`src/rtl/ioctl_download_streamer.sv`:
```
// ioctl download streamer: fetches bytes from a request/acknowledge source
// and replays them as an ioctl write stream into a core.
//
// state  | meaning
// IDLE   | waiting for start
// SETUP  | ioctl_download raised, settling before the first fetch
// FETCH  | src_req high, waiting for src_ack
// WRITE  | single-cycle ioctl_wr strobe
// GAP    | idle spacing after a write
// HOLD   | core is back-pressuring via ioctl_wait
// FINISH | done pulse, download window closed
module ioctl_download_streamer #(
  parameter int ADDR_W = 25,
  parameter int SETUP  = 2,
  parameter int GAP    = 3
) (
  input  logic              clk_48,
  input  logic              reset,
  input  logic              start,
  input  logic [ADDR_W-1:0] base_addr,
  input  logic [ADDR_W-1:0] length,
  input  logic [7:0]        index,
  input  logic              abort,
  output logic              src_req,
  output logic [ADDR_W-1:0] src_addr,
  input  logic              src_ack,
  input  logic [7:0]        src_data,
  output logic              ioctl_download,
  output logic              ioctl_wr,
  output logic [ADDR_W-1:0] ioctl_addr,
  output logic [7:0]        ioctl_dout,
  output logic [7:0]        ioctl_index,
  input  logic              ioctl_wait,
  output logic              busy,
  output logic              done
);

  typedef enum logic [2:0] {
    S_IDLE, S_SETUP, S_FETCH, S_WRITE, S_GAP, S_HOLD, S_FINISH
  } state_t;

  localparam logic [3:0] SETUP_LD = 4'(SETUP - 1);
  localparam logic [3:0] GAP_LD   = 4'((GAP == 0) ? 0 : GAP - 1);

  state_t            state_q, state_d;
  logic [ADDR_W-1:0] cnt_q, cnt_d;
  logic [ADDR_W-1:0] base_q, base_d;
  logic [ADDR_W-1:0] len_q, len_d;
  logic [3:0]        tmr_q, tmr_d;
  logic [ADDR_W-1:0] addr_q, addr_d;
  logic [7:0]        dout_q, dout_d;
  logic [7:0]        index_q, index_d;
  logic              zdone_q, zdone_d;

  logic [ADDR_W-1:0] cnt_inc;
  logic [ADDR_W-1:0] cnt_chk;
  state_t            exit_state;

  // Decision taken when the post-write gap ends; in WRITE (zero gap) the
  // count has not been incremented yet, so look at the incremented value.
  always_comb begin
    cnt_inc = cnt_q + ADDR_W'(1);
    cnt_chk = (state_q == S_WRITE) ? cnt_inc : cnt_q;
    if (cnt_chk == len_q)
      exit_state = S_FINISH;
    else if (ioctl_wait)
      exit_state = S_HOLD;
    else
      exit_state = S_FETCH;
  end

  // Next-state and datapath update logic.
  always_comb begin
    state_d = state_q;
    cnt_d   = cnt_q;
    base_d  = base_q;
    len_d   = len_q;
    tmr_d   = tmr_q;
    addr_d  = addr_q;
    dout_d  = dout_q;
    index_d = index_q;
    zdone_d = 1'b0;
    case (state_q)
      S_IDLE: begin
        if (start) begin
          if (length != '0) begin
            base_d  = base_addr;
            len_d   = length;
            index_d = index;
            cnt_d   = '0;
            tmr_d   = SETUP_LD;
            state_d = S_SETUP;
          end else begin
            zdone_d = 1'b1;
          end
        end
      end
      S_SETUP: begin
        if (tmr_q == 4'd0) state_d = S_FETCH;
        else               tmr_d   = tmr_q - 4'd1;
      end
      S_FETCH: begin
        if (src_ack) begin
          dout_d  = src_data;
          addr_d  = base_q + cnt_q;
          state_d = S_WRITE;
        end
      end
      S_WRITE: begin
        cnt_d = cnt_inc;
        if (GAP == 0) begin
          state_d = exit_state;
        end else begin
          tmr_d   = GAP_LD;
          state_d = S_GAP;
        end
      end
      S_GAP: begin
        if (tmr_q == 4'd0) state_d = exit_state;
        else               tmr_d   = tmr_q - 4'd1;
      end
      S_HOLD: begin
        if (!ioctl_wait) state_d = S_FETCH;
      end
      S_FINISH: begin
        state_d = S_IDLE;
      end
      default: begin
        state_d = S_IDLE;
      end
    endcase
    // Abort drops everything in flight, including a byte acked this cycle.
    if (abort && (state_q != S_IDLE)) begin
      state_d = S_IDLE;
      addr_d  = addr_q;
      dout_d  = dout_q;
    end
  end

  // State and datapath registers.
  always_ff @(posedge clk_48 or posedge reset) begin
    if (reset) begin
      state_q <= S_IDLE;
      cnt_q   <= '0;
      base_q  <= '0;
      len_q   <= '0;
      tmr_q   <= '0;
      addr_q  <= '0;
      dout_q  <= '0;
      index_q <= '0;
      zdone_q <= 1'b0;
    end else begin
      state_q <= state_d;
      cnt_q   <= cnt_d;
      base_q  <= base_d;
      len_q   <= len_d;
      tmr_q   <= tmr_d;
      addr_q  <= addr_d;
      dout_q  <= dout_d;
      index_q <= index_d;
      zdone_q <= zdone_d;
    end
  end

  // Outputs decode directly from state so reset and abort take effect at once.
  always_comb begin
    src_req        = (state_q == S_FETCH);
    src_addr       = cnt_q;
    ioctl_download = (state_q == S_SETUP) || (state_q == S_FETCH) ||
                     (state_q == S_WRITE) || (state_q == S_GAP)   ||
                     (state_q == S_HOLD);
    ioctl_wr       = (state_q == S_WRITE);
    ioctl_addr     = addr_q;
    ioctl_dout     = dout_q;
    ioctl_index    = index_q;
    busy           = (state_q != S_IDLE);
    done           = (state_q == S_FINISH) || zdone_q;
  end

endmodule

```
`config.mk`:
```
export PLATFORM = sky130hd
export DESIGN_NAME = ioctl_download_streamer
export DESIGN_NICKNAME = d
export VERILOG_FILES = /design/src/rtl/ioctl_download_streamer.sv
export SDC_FILE = /design/constraint.sdc
export NUM_CORES = 1
export LEC_CHECK = 0
export ABC_CLOCK_PERIOD_IN_PS = 7100
export BUFFER_PORTS_ARGS = -buffer_cell sky130_fd_sc_hd__buf_2
export CORE_MARGIN = 2
export CORE_UTILIZATION = 55
export DETAILED_ROUTE_END_ITERATION = 10
export GPL_TIMING_DRIVEN = 0
export PLACE_DENSITY = 0.81
export SYNTH_ARGS = -nofsm -noshare
export SYNTH_HDL_FRONTEND = slang
export SYNTH_SLANG_ARGS = --single-unit
export TNS_END_PERCENT = 100
```
`constraint.sdc`:
```
create_clock -name clk_48 -period 7.1 [get_ports clk_48]
set_input_delay 0 -clock clk_48 [delete_from_list [all_inputs] [get_ports clk_48]]
set_output_delay 0 -clock clk_48 [all_outputs]
set_load 0.05 [all_outputs]
```
==> impl_metrics.ini, run 1 <==
[run_status]
status = complete, no violations

[drt]
wirelength_mm = 19.3
drt_iter0_drc = 687
vias_per_cell = 5.75
drc = 0
num_vias = 6556
dr.pass1.iters = 5
avgRoutedWirePerCell_um = 16.9
final_antenna_net_count = 0

[synth]
synth.area.top_cells = dfrtp_1, mux2_2, o21ai_0, ha_1, xnor2_1
synth_fp_nets = 823
synth_top_flop_cell = dfrtp_1
yosysTopAreaCellShare_pct = 43.1
netlist_instances = 723
synthArstFlopShare_pct = 100
synthDistinctLibCells = 63
ys_warn_count = 0
avgSynthCellArea_um2 = 9.95
synth_seq_cells = 124
synth-edff-count = 0
yosysSeqAreaShare_pct = 43.1
netlist_area_um2 = 7190
yosys.area.top_type = dfrtp_1

[placed_design]
dp.cells = 1038
dp.final_hpwl_mm = 13.6
placed_area_um2 = 8150
gp_congestion = 0.935
portBuffers = 142

[global_route]
first_global_vias = 6340
grt_overflow = 0
grt_pass1_wl_mm = 31.3
track_usage_pct = 28.0
antenna_found_initial = 0
grt_max_degree = 72

[clock_network]
clock_latency_ns = 0.41
clock-sinks = 124
clock_path_buffers = 2
cts_root_buf = clkbuf_16
cts_tree = yes
path_clk_slew_ns = 0.05
cts_resized = 0
htreeDepth = 4
post_cts_buffers = 0
cts_buffers = 17

[worst_setup_path]
rr_worst_depth = 12
slowest_stage = clkbuf_1
rrSetupSlack_ns = 3.21
path_delay_family = buffers and inverters
critical_path.cell_chain = clkbuf_1 -> nand3b_4 -> inv_1 -> clkbuf_1 -> clkbuf_1 -> ha_1 -> xnor2_1 -> a21oi_1 -> nand4_1 -> or4_4 -> nor4_1 -> a21o_1
cp-end-kind = flop
crit_required_ns = 7.45
critPathKind = flop to flop
arrival_ns = 4.24
reg2reg_from = state_q[2]$_DFFE_PP0P_
cp_max_fo = 11
startpoint_type = flop
r2r_end = state_q[1]$_DFFE_PP0P_
path_common_cell = clkbuf_1
slowest_delay_ns = 0.60
crit_buf_inv = 4

[cells_and_area]
syn2layout_area_growth_pct = 31.1
final_common_cell = buf_2
n_antenna_cell = 0
drive_gt1_share_pct = 27.2
final_cell_count_no_fill = 1140
final_cell_mix = buf_2, dfrtp_1, o21ai_0, dlygate4sd3_1
nNetsFinal = 1055
fill_cells = 919
final_area_um2 = 9430

[timing]
period_minus_slack_ns = 3.89
setup_viol = 0
worst_pin_slew_ns = 0.817
setup_tns_ns = 0
relSlewSlack_pct = 45.1
hold_viol = 0
slew_violations = 0
skew_ns = 0.0105
whs_ns = 0.129
fmax_mhz = 257
grt_setup_unrepaired = false
post-route-period-util_pct = 54.7

[floorplanning]
die_h_um = 118
die_area_um2 = 14000
initial_core_util_pct = 56.8
core_area_um2 = 12700
io_pins = 143
num_rows = 41
die_w_um = 118

[min_path]
hold_path_class = primary input to flop
min_to = state_q[0]$_DFFE_PP0P_
hp-start = src_ack
hold_depth = 4

[pwr]
p_per_area_nw_per_um2 = 390
ir_worst_vdd_v = 0.000330
p_leak_uw = 0.00442

[run]
drv_cap = 0
## synthesized netlist by cell type, types with 5 or more instances
master / number
and2_1: 5
nand2b_1: 8
nand4_1: 13
nor3_1: 12
o21ai_0: 73
ha_1: 27
mux2_2: 69
and3_1: 7
nand2_1: 69
dfrtp_1: 124
nand3_1: 19
a21oi_1: 33
inv_1: 16
mux2i_1: 5
o31ai_1: 13
or3_1: 6
nor2_1: 39
o211ai_1: 6
xor2_1: 20
xnor2_1: 34
clkbuf_1: 26
o21a_1: 5
nor4_1: 10
a21o_1: 11
a31oi_1: 10
## repair_timing
| item | in CTS | in global routing |
|---|---|---|
| hold buffers | 70 | 0 |
| endpoints found under the hold margin | 123 | 0 |
| setup endpoints to repair | 0 | 0 |
## area by class of cell
cell class / instances / area [um2] / area share [%]
plain buffers: 33 / 135 / 1.43
clock buffers: 25 / 515 / 5.47
clock inverters: 7 / 60.1 / 0.637
inverters: 16 / 65.1 / 0.690
multi-input cells: 550 / 3890 / 41.3
flip-flops and latches: 124 / 3100 / 32.9
well taps: 172 / 215 / 2.28
repair buffers: 213 / 1440 / 15.3
## routing by layer
metal / GRT usage (%) / routed length (um) / part of all wire (%) / up-vias
met3: 5.89 / 1100 / 5.7 / 52
met2: 45.3 / 9270 / 48 / 267
met5: 0 / 0 / 0 / -
met1: 36.6 / 8310 / 43 / 3124
met4: 11.9 / 615 / 3.2 / 0
li1: - / - / - / 3113
## logic make-up after synthesis
group	count (synthesis)	synth area share, %
xor+xnor	54	6.58
flops	124	43.1
mux	75	11.7
compound gates	175	14.7
fa+ha+maj	28	4.97
simple gates	218	16.2
buf+inv	49	2.71
## registers in the layout (all words and copies together), names as in the netlist
name / count
base_q: 25
zdone_q: 1
ioctl_dout: 8
tmr_q: 4
src_addr: 25
len_q: 25
ioctl_index: 8
state_q: 3
ioctl_addr: 25
## stage by stage
step / power, uW / setup slack (ns) / utilization [%]
floorplan: 2430 / 3.65 / -
global placement: 2760 / 2.41 / 64.1
detailed placement: 2810 / 3.30 / 64.3
CTS: 3670 / 3.28 / 74.4
global route: 3880 / 3.04 / 74.4
finish: 3680 / 3.21 / 74.4
## power by group
part | switching [uW] | internal, uW | leakage (uW)
Clock | 286 | 533 | 0.000293
Combinational | 1060 | 639 | 0.00257
Sequential | 178 | 983 | 0.00156
## worst min-delay path, stage by stage
cell      delay, ns
buf_2          0.09
o22a_1         0.22
nand3_1        0.09
o211ai_1       0.09
## worst max path at each step
stage / start / to / slack [ns] / depth (start not counted)
finish: state_q[2]$_DFFE_PP0P_ / state_q[1]$_DFFE_PP0P_ / 3.21 / 12
global route: state_q[2]$_DFFE_PP0P_ / state_q[0]$_DFFE_PP0P_ / 3.04 / 12
CTS: state_q[2]$_DFFE_PP0P_ / state_q[0]$_DFFE_PP0P_ / 3.28 / 12
detailed placement: state_q[2]$_DFFE_PP0P_ / state_q[0]$_DFFE_PP0P_ / 3.30 / 12
global placement: reset / ioctl_addr[5]$_DFFE_PP0P_ / 2.41 / 2
floorplan: src_addr[0]$_DFFE_PP0P_ / state_q[0]$_DFFE_PP0P_ / 3.65 / 9
Note: power is estimated with default switching activity, not from simulation.
==> inputs of run 2 (changes only) <==
--- a/config.mk
+++ b/config.mk
@@ -5,13 +5,13 @@
 export SDC_FILE = /design/constraint.sdc
 export NUM_CORES = 1
 export LEC_CHECK = 0
-export ABC_CLOCK_PERIOD_IN_PS = 7100
+export ABC_CLOCK_PERIOD_IN_PS = 3300
 export BUFFER_PORTS_ARGS = -buffer_cell sky130_fd_sc_hd__buf_2
 export CORE_MARGIN = 2
-export CORE_UTILIZATION = 55
+export CORE_UTILIZATION = 51
 export DETAILED_ROUTE_END_ITERATION = 10
 export GPL_TIMING_DRIVEN = 0
-export PLACE_DENSITY = 0.81
+export PLACE_DENSITY = 0.79
 export SYNTH_ARGS = -nofsm -noshare
 export SYNTH_HDL_FRONTEND = slang
 export SYNTH_SLANG_ARGS = --single-unit
==> constraint.sdc (replaced) <==
create_clock -name clk_48 -period 3.3 [get_ports clk_48]
set_input_delay 0 -clock clk_48 [delete_from_list [all_inputs] [get_ports clk_48]]
set_output_delay 0 -clock clk_48 [all_outputs]
set_load 0.05 [all_outputs]
==> impl_metrics.ini, run 2 (synthesized netlist as in run 1, its figures left out) <==
[timing]
worst_pin_slew_ns = 0.861
skew_ns = 0.00961
slew_violations = 0
grt_setup_unrepaired = true
worst_slack_ns = 0.0993
setup_tns_ns = 0
hold_viol = 0
whs_ns = 0.0924
fmax_mhz = 312
setup_viol = 0
post-route-period-util_pct = 97.0
relSlewSlack_pct = 42.2
period_minus_slack_ns = 3.20

[clock_network]
htreeDepth = 4
path_clk_slew_ns = 0.06
cts_buffers = 17
clock_latency_ns = 0.43
clock-sinks = 124
cts_root_buf = clkbuf_16
cts_tree = yes
clock_path_buffers = 2

[floorplanning]
die_area_um2 = 15100
io_pins = 143
core_area_um2 = 13800
die_h_um = 123
die_w_um = 123
initial_core_util_pct = 52.0
num_rows = 43

[global_route]
track_usage_pct = 27.2
grt_max_degree = 42
grt_overflow = 0
antenna_found_initial = 0
grt_pass1_wl_mm = 31.3
first_global_vias = 6366

[worst_setup_path]
r2r_end = state_q[1]$_DFFE_PP0P_
worstSetupEndpoint = state_q[1]$_DFFE_PP0P_
slowest_stage = or4_4
startpoint_type = flop
reg2reg_from = src_addr[10]$_DFFE_PP0P_
crit_required_ns = 3.67
path_delay_family = simple AND/OR/NAND/NOR gates
slowest_delay_ns = 0.54
critical_path.cell_chain = buf_2 -> nand4_1 -> nor4_4 -> nand4_1 -> mux2_1 -> a211o_1 -> or4_4 -> nor4_1 -> a21o_1
critPathKind = flop to flop
cp_max_fo = 10
crit_start = src_addr[10]$_DFFE_PP0P_
cp.depth = 9
rr_worst_depth = 9
crit_buf_inv = 1
arrival_ns = 3.57
cp-end-kind = flop
path_common_cell = nand4_1
rrSetupSlack_ns = 0.1

[run_status]
status = complete, no violations

[drt]
dr.pass1.iters = 6
vias_per_cell = 5.71
num_vias = 6589
wirelength_mm = 19.8
drt_iter0_drc = 398
avgRoutedWirePerCell_um = 17.2
drc = 0
final_antenna_net_count = 0

[cells_and_area]
final_common_cell = buf_2
drive_gt1_share_pct = 28.7
nNetsFinal = 1061
final_cell_mix = buf_2, dfrtp_1, o21ai_0, dlygate4sd3_1
final_cell_count_no_fill = 1154
n_antenna_cell = 0
fill_cells = 1062
syn2layout_area_growth_pct = 33.7

[pwr]
p_per_area_nw_per_um2 = 854
ir_worst_vdd_v = 0.000504
p_leak_uw = 0.00451

[placed_design]
pre_cts_slack_ns = -0.272
dp.final_hpwl_mm = 14.0
portBuffers = 142
dp.cells = 1048
gp_congestion = 0.971

[min_path]
hold_path_class = primary input to asynchronous set/reset pin

[run]
drv_cap = 0
==> run 2: cell types whose count changed in the layout (fill, tap and decap cells not counted), sizes merged <==
cell / change
buf: +8
clkbuf: -7
clkinv: -2
inv: -1
bufinv: +4
clkinvlp: +4
==> run 2: how the worst min path moves through the flow <==
stage | end | slack, ns | cells after the start
after global placement | ioctl_index[1]$_DFFE_PP0P_ | 0.23 | 2
final | ioctl_index[0]$_DFFE_PP0P_ | 0.09 | 3
after floorplan | zdone_q$_DFF_PP0_ | 0.11 | 2
after CTS | ioctl_index[0]$_DFFE_PP0P_ | 0.09 | 3
after detailed placement | ioctl_index[0]$_DFFE_PP0P_ | -0.003 | 2
after global routing | ioctl_index[0]$_DFFE_PP0P_ | 0.12 | 3
==> run 2: area by class of cell <==
type	count	area, um2	area share (%)
Clock buffer	20	457	4.75
Timing Repair Buffer	220	1510	15.7
Buffer	32	140	1.46
Multi-Input combinational cell	550	3920	40.8
Clock inverter	12	193	2.00
Inverter	16	63.8	0.664
Sequential cell	124	3110	32.3
Tap cell	180	225	2.34
==> run 2: timing repair <==
| action | CTS | global route |
|---|---|---|
| setup endpoints to repair | 4 | 5 |
| setup buffers | 2 | 3 |
| pin swaps | 1 | 0 |
| hold endpoints to repair | 117 | 0 |
| gates resized for setup | 6 | 9 |
| gates cloned | 0 | 0 |
| hold buffers | 70 | 0 |
==> run 2: worst reg2reg max path, stage by stage (launching register included) <==
cell and delay (ns):
dfrtp_1 0.41, buf_2 0.23, nand4_1 0.20, nor4_4 0.41, nand4_1 0.19, mux2_1 0.34
a211o_1 0.30, or4_4 0.54, nor4_1 0.35, a21o_1 0.16
==> run 2: metrics by stage <==
stage / utilization (%) / instance area, um2 / power [uW]
after global placement: 58.8 / 8140 / 5940
final: 69.6 / 9620 / 8220
after global routing: 69.6 / 9620 / 8670
after CTS: 69.3 / 9580 / 8200
after detailed placement: 59.3 / 8200 / 6060
after floorplan: - / 7200 / 5220
==> run 2: per-layer routing <==
| layer | vias up | track usage [%] | part of all wire (%) |
|---|---|---|---|
| li1 | 3123 | - | - |
| met5 | - | 0 | 0 |
| met4 | 0 | 14.4 | 4.0 |
| met1 | 3132 | 33.6 | 42 |
| met3 | 67 | 5.20 | 5.0 |
| met2 | 267 | 45.0 | 49 |
==> run 2: power by group <==
part	total, uW	internal (uW)	switching [uW]	leakage, uW
Combinational	3660	1390	2270	0.00264
Clock	2050	1370	676	0.000312
Sequential	2510	2110	393	0.00156
Total	8220	4880	3340	0.00451
==> inputs of run 3 (changes only) <==
--- a/config.mk
+++ b/config.mk
@@ -11,7 +11,9 @@
 export CORE_UTILIZATION = 51
 export DETAILED_ROUTE_END_ITERATION = 10
 export GPL_TIMING_DRIVEN = 0
+export HOLD_SLACK_MARGIN = 0.12
 export PLACE_DENSITY = 0.79
+export SETUP_SLACK_MARGIN = 0.3
 export SYNTH_ARGS = -nofsm -noshare
 export SYNTH_HDL_FRONTEND = slang
 export SYNTH_SLANG_ARGS = --single-unit
==> impl_metrics.ini, run 3 (synthesized netlist as in run 1, its figures left out) <==
[run_status]
status = complete, no violations

[run]
drv_cap = 0

[global_route]
grt_pass1_wl_mm = 30.6
track_usage_pct = 26.6
antenna_found_initial = 0
met2_usage_pct = 44.2
grt_max_degree = 37
grt_overflow = 0
met1_usage_pct = 33.3
first_global_vias = 6255
top_usage_layer = met2
use_met3_pct = 6.46

[clock_network]
path_clk_slew_ns = 0.06
cts_root_buf = clkbuf_16
cts_tree = yes
cts_buffers = 17
clock_path_buffers = 2
clock_latency_ns = 0.42
htreeDepth = 4
clock-sinks = 124

[pwr]
p_per_area_nw_per_um2 = 833
ir_worst_vdd_v = 0.000466
p_leak_uw = 0.00459
p_total_uw = 8180

[drt]
drt_iter0_drc = 514
final_antenna_net_count = 0
vias_per_cell = 5.65
avgRoutedWirePerCell_um = 17.1
num_vias = 6599
wirelength_mm = 20.0
drc = 0
dr.pass1.iters = 5

[floorplanning]
io_pins = 143
die_h_um = 123
die_area_um2 = 15100
die_w_um = 123
num_rows = 43
initial_core_util_pct = 52.0
core_area_um2 = 13800

[worst_setup_path]
rr_worst_depth = 9
critPathKind = flop to flop
cp_max_fo = 7
cp-end-kind = flop
startpoint_type = flop
crit_required_ns = 3.59
rrSetupSlack_ns = 0.33
arrival_ns = 3.26
reg2reg_from = src_addr[7]$_DFFE_PP0P_
r2r_end = state_q[0]$_DFFE_PP0P_

[cells_and_area]
n_antenna_cell = 0
final_common_cell = buf_2
fill_cells = 1003
ff_latch_area_um2 = 3120
final_cell_mix = buf_2, dfrtp_1, dlygate4sd3_1, o21ai_0
nNetsFinal = 1074
finish.utilization_pct = 71.0
syn2layout_area_growth_pct = 36.4
multiInputGateArea_um2 = 4000
drive_gt1_share_pct = 31.7

[placed_design]
pre_cts_slack_ns = -0.111
portBuffers = 142
gp_congestion = 0.959
dp.final_hpwl_mm = 13.8

[timing]
worst_pin_slew_ns = 0.864
fmax_mhz = 337
slew_violations = 0
worst_slack_ns = 0.334
setup_viol = 0
relSlewSlack_pct = 42.0
whs_ns = 0.233
skew_ns = 0.00747
period_minus_slack_ns = 2.97
post-route-period-util_pct = 89.9
hold_viol = 0
grt_setup_unrepaired = true
setup_tns_ns = 0

[min_path]
hold_path_class = primary input to asynchronous set/reset pin
run 3: cell count changes in the layout (fill, tap and decap cells not counted), sizes merged:
cell	previous run	this run
buf	154	164
dlygate4sd3	70	73
bufinv	5	3
clkbuf	48	50
clkinv	4	5
clkinvlp	4	3
run 3: power by group:
group          switching (uW)  internal [uW]  total [uW]
combinational            2320           1420        3740
sequential                390           2120        2500
clock                     663           1260        1930
total                    3380           4800        8180
run 3: timing repair:
action / 4_1_cts / 5_1_grt
resized for setup: 15 / 13
endpoints found under the setup margin: 7 / 19
hold buffers: 73 / 0
buffers inserted: 6 / 8
pin swaps: 2 / 10
hold endpoints to repair: 99 / 0
run 3: layout make-up:
type                            instances  area share [%]
Multi-Input combinational cell        550            40.7
Sequential cell                       124            31.8
Timing Repair Buffer                  232            16.4
Clock buffer                           22            4.93
Tap cell                              180            2.30
Buffer                                 33            1.81
Clock inverter                         10            1.40
Inverter                               16           0.650
run 3: worst max-delay path by stage:
stage | from | endpoint | slack [ns] | cells after the start
floorplan | src_addr[11]$_DFFE_PP0P_ | state_q[0]$_DFFE_PP0P_ | 0.28 | 9
global placement | state_q[2]$_DFFE_PP0P_ | state_q[0]$_DFFE_PP0P_ | -0.16 | 12
detailed placement | state_q[2]$_DFFE_PP0P_ | state_q[0]$_DFFE_PP0P_ | -0.11 | 12
CTS | src_addr[3]$_DFFE_PP0P_ | state_q[0]$_DFFE_PP0P_ | 0.27 | 8
global route | src_addr[9]$_DFFE_PP0P_ | state_q[0]$_DFFE_PP0P_ | 0.26 | 9
finish | src_addr[7]$_DFFE_PP0P_ | state_q[0]$_DFFE_PP0P_ | 0.33 | 9
run 3: worst max-delay path, cell delays in order (launching register included):
cell	delay, ns
dfrtp_2	0.39
buf_2	0.21
nand4_2	0.20
nor4_4	0.34
nand4_1	0.18
mux2_1	0.34
a211o_1	0.30
or4_4	0.57
nor3_4	0.18
o211ai_1	0.13
run 3: layer usage:
layer,routed length (um),vias up
met5,0,-
met4,356,0
met3,1220,31
met2,9960,262
met1,8460,3169
li1,-,3137
run 3: metrics by stage:
step / cell area [um2] / std cells
2_1_floorplan: 7260 / 723
3_3_place_gp: 8200 / 1045
3_5_place_dp: 8260 / 1048
4_1_cts: 9700 / 1159
5_1_grt: 9810 / 1167
6_report: 9810 / 1167
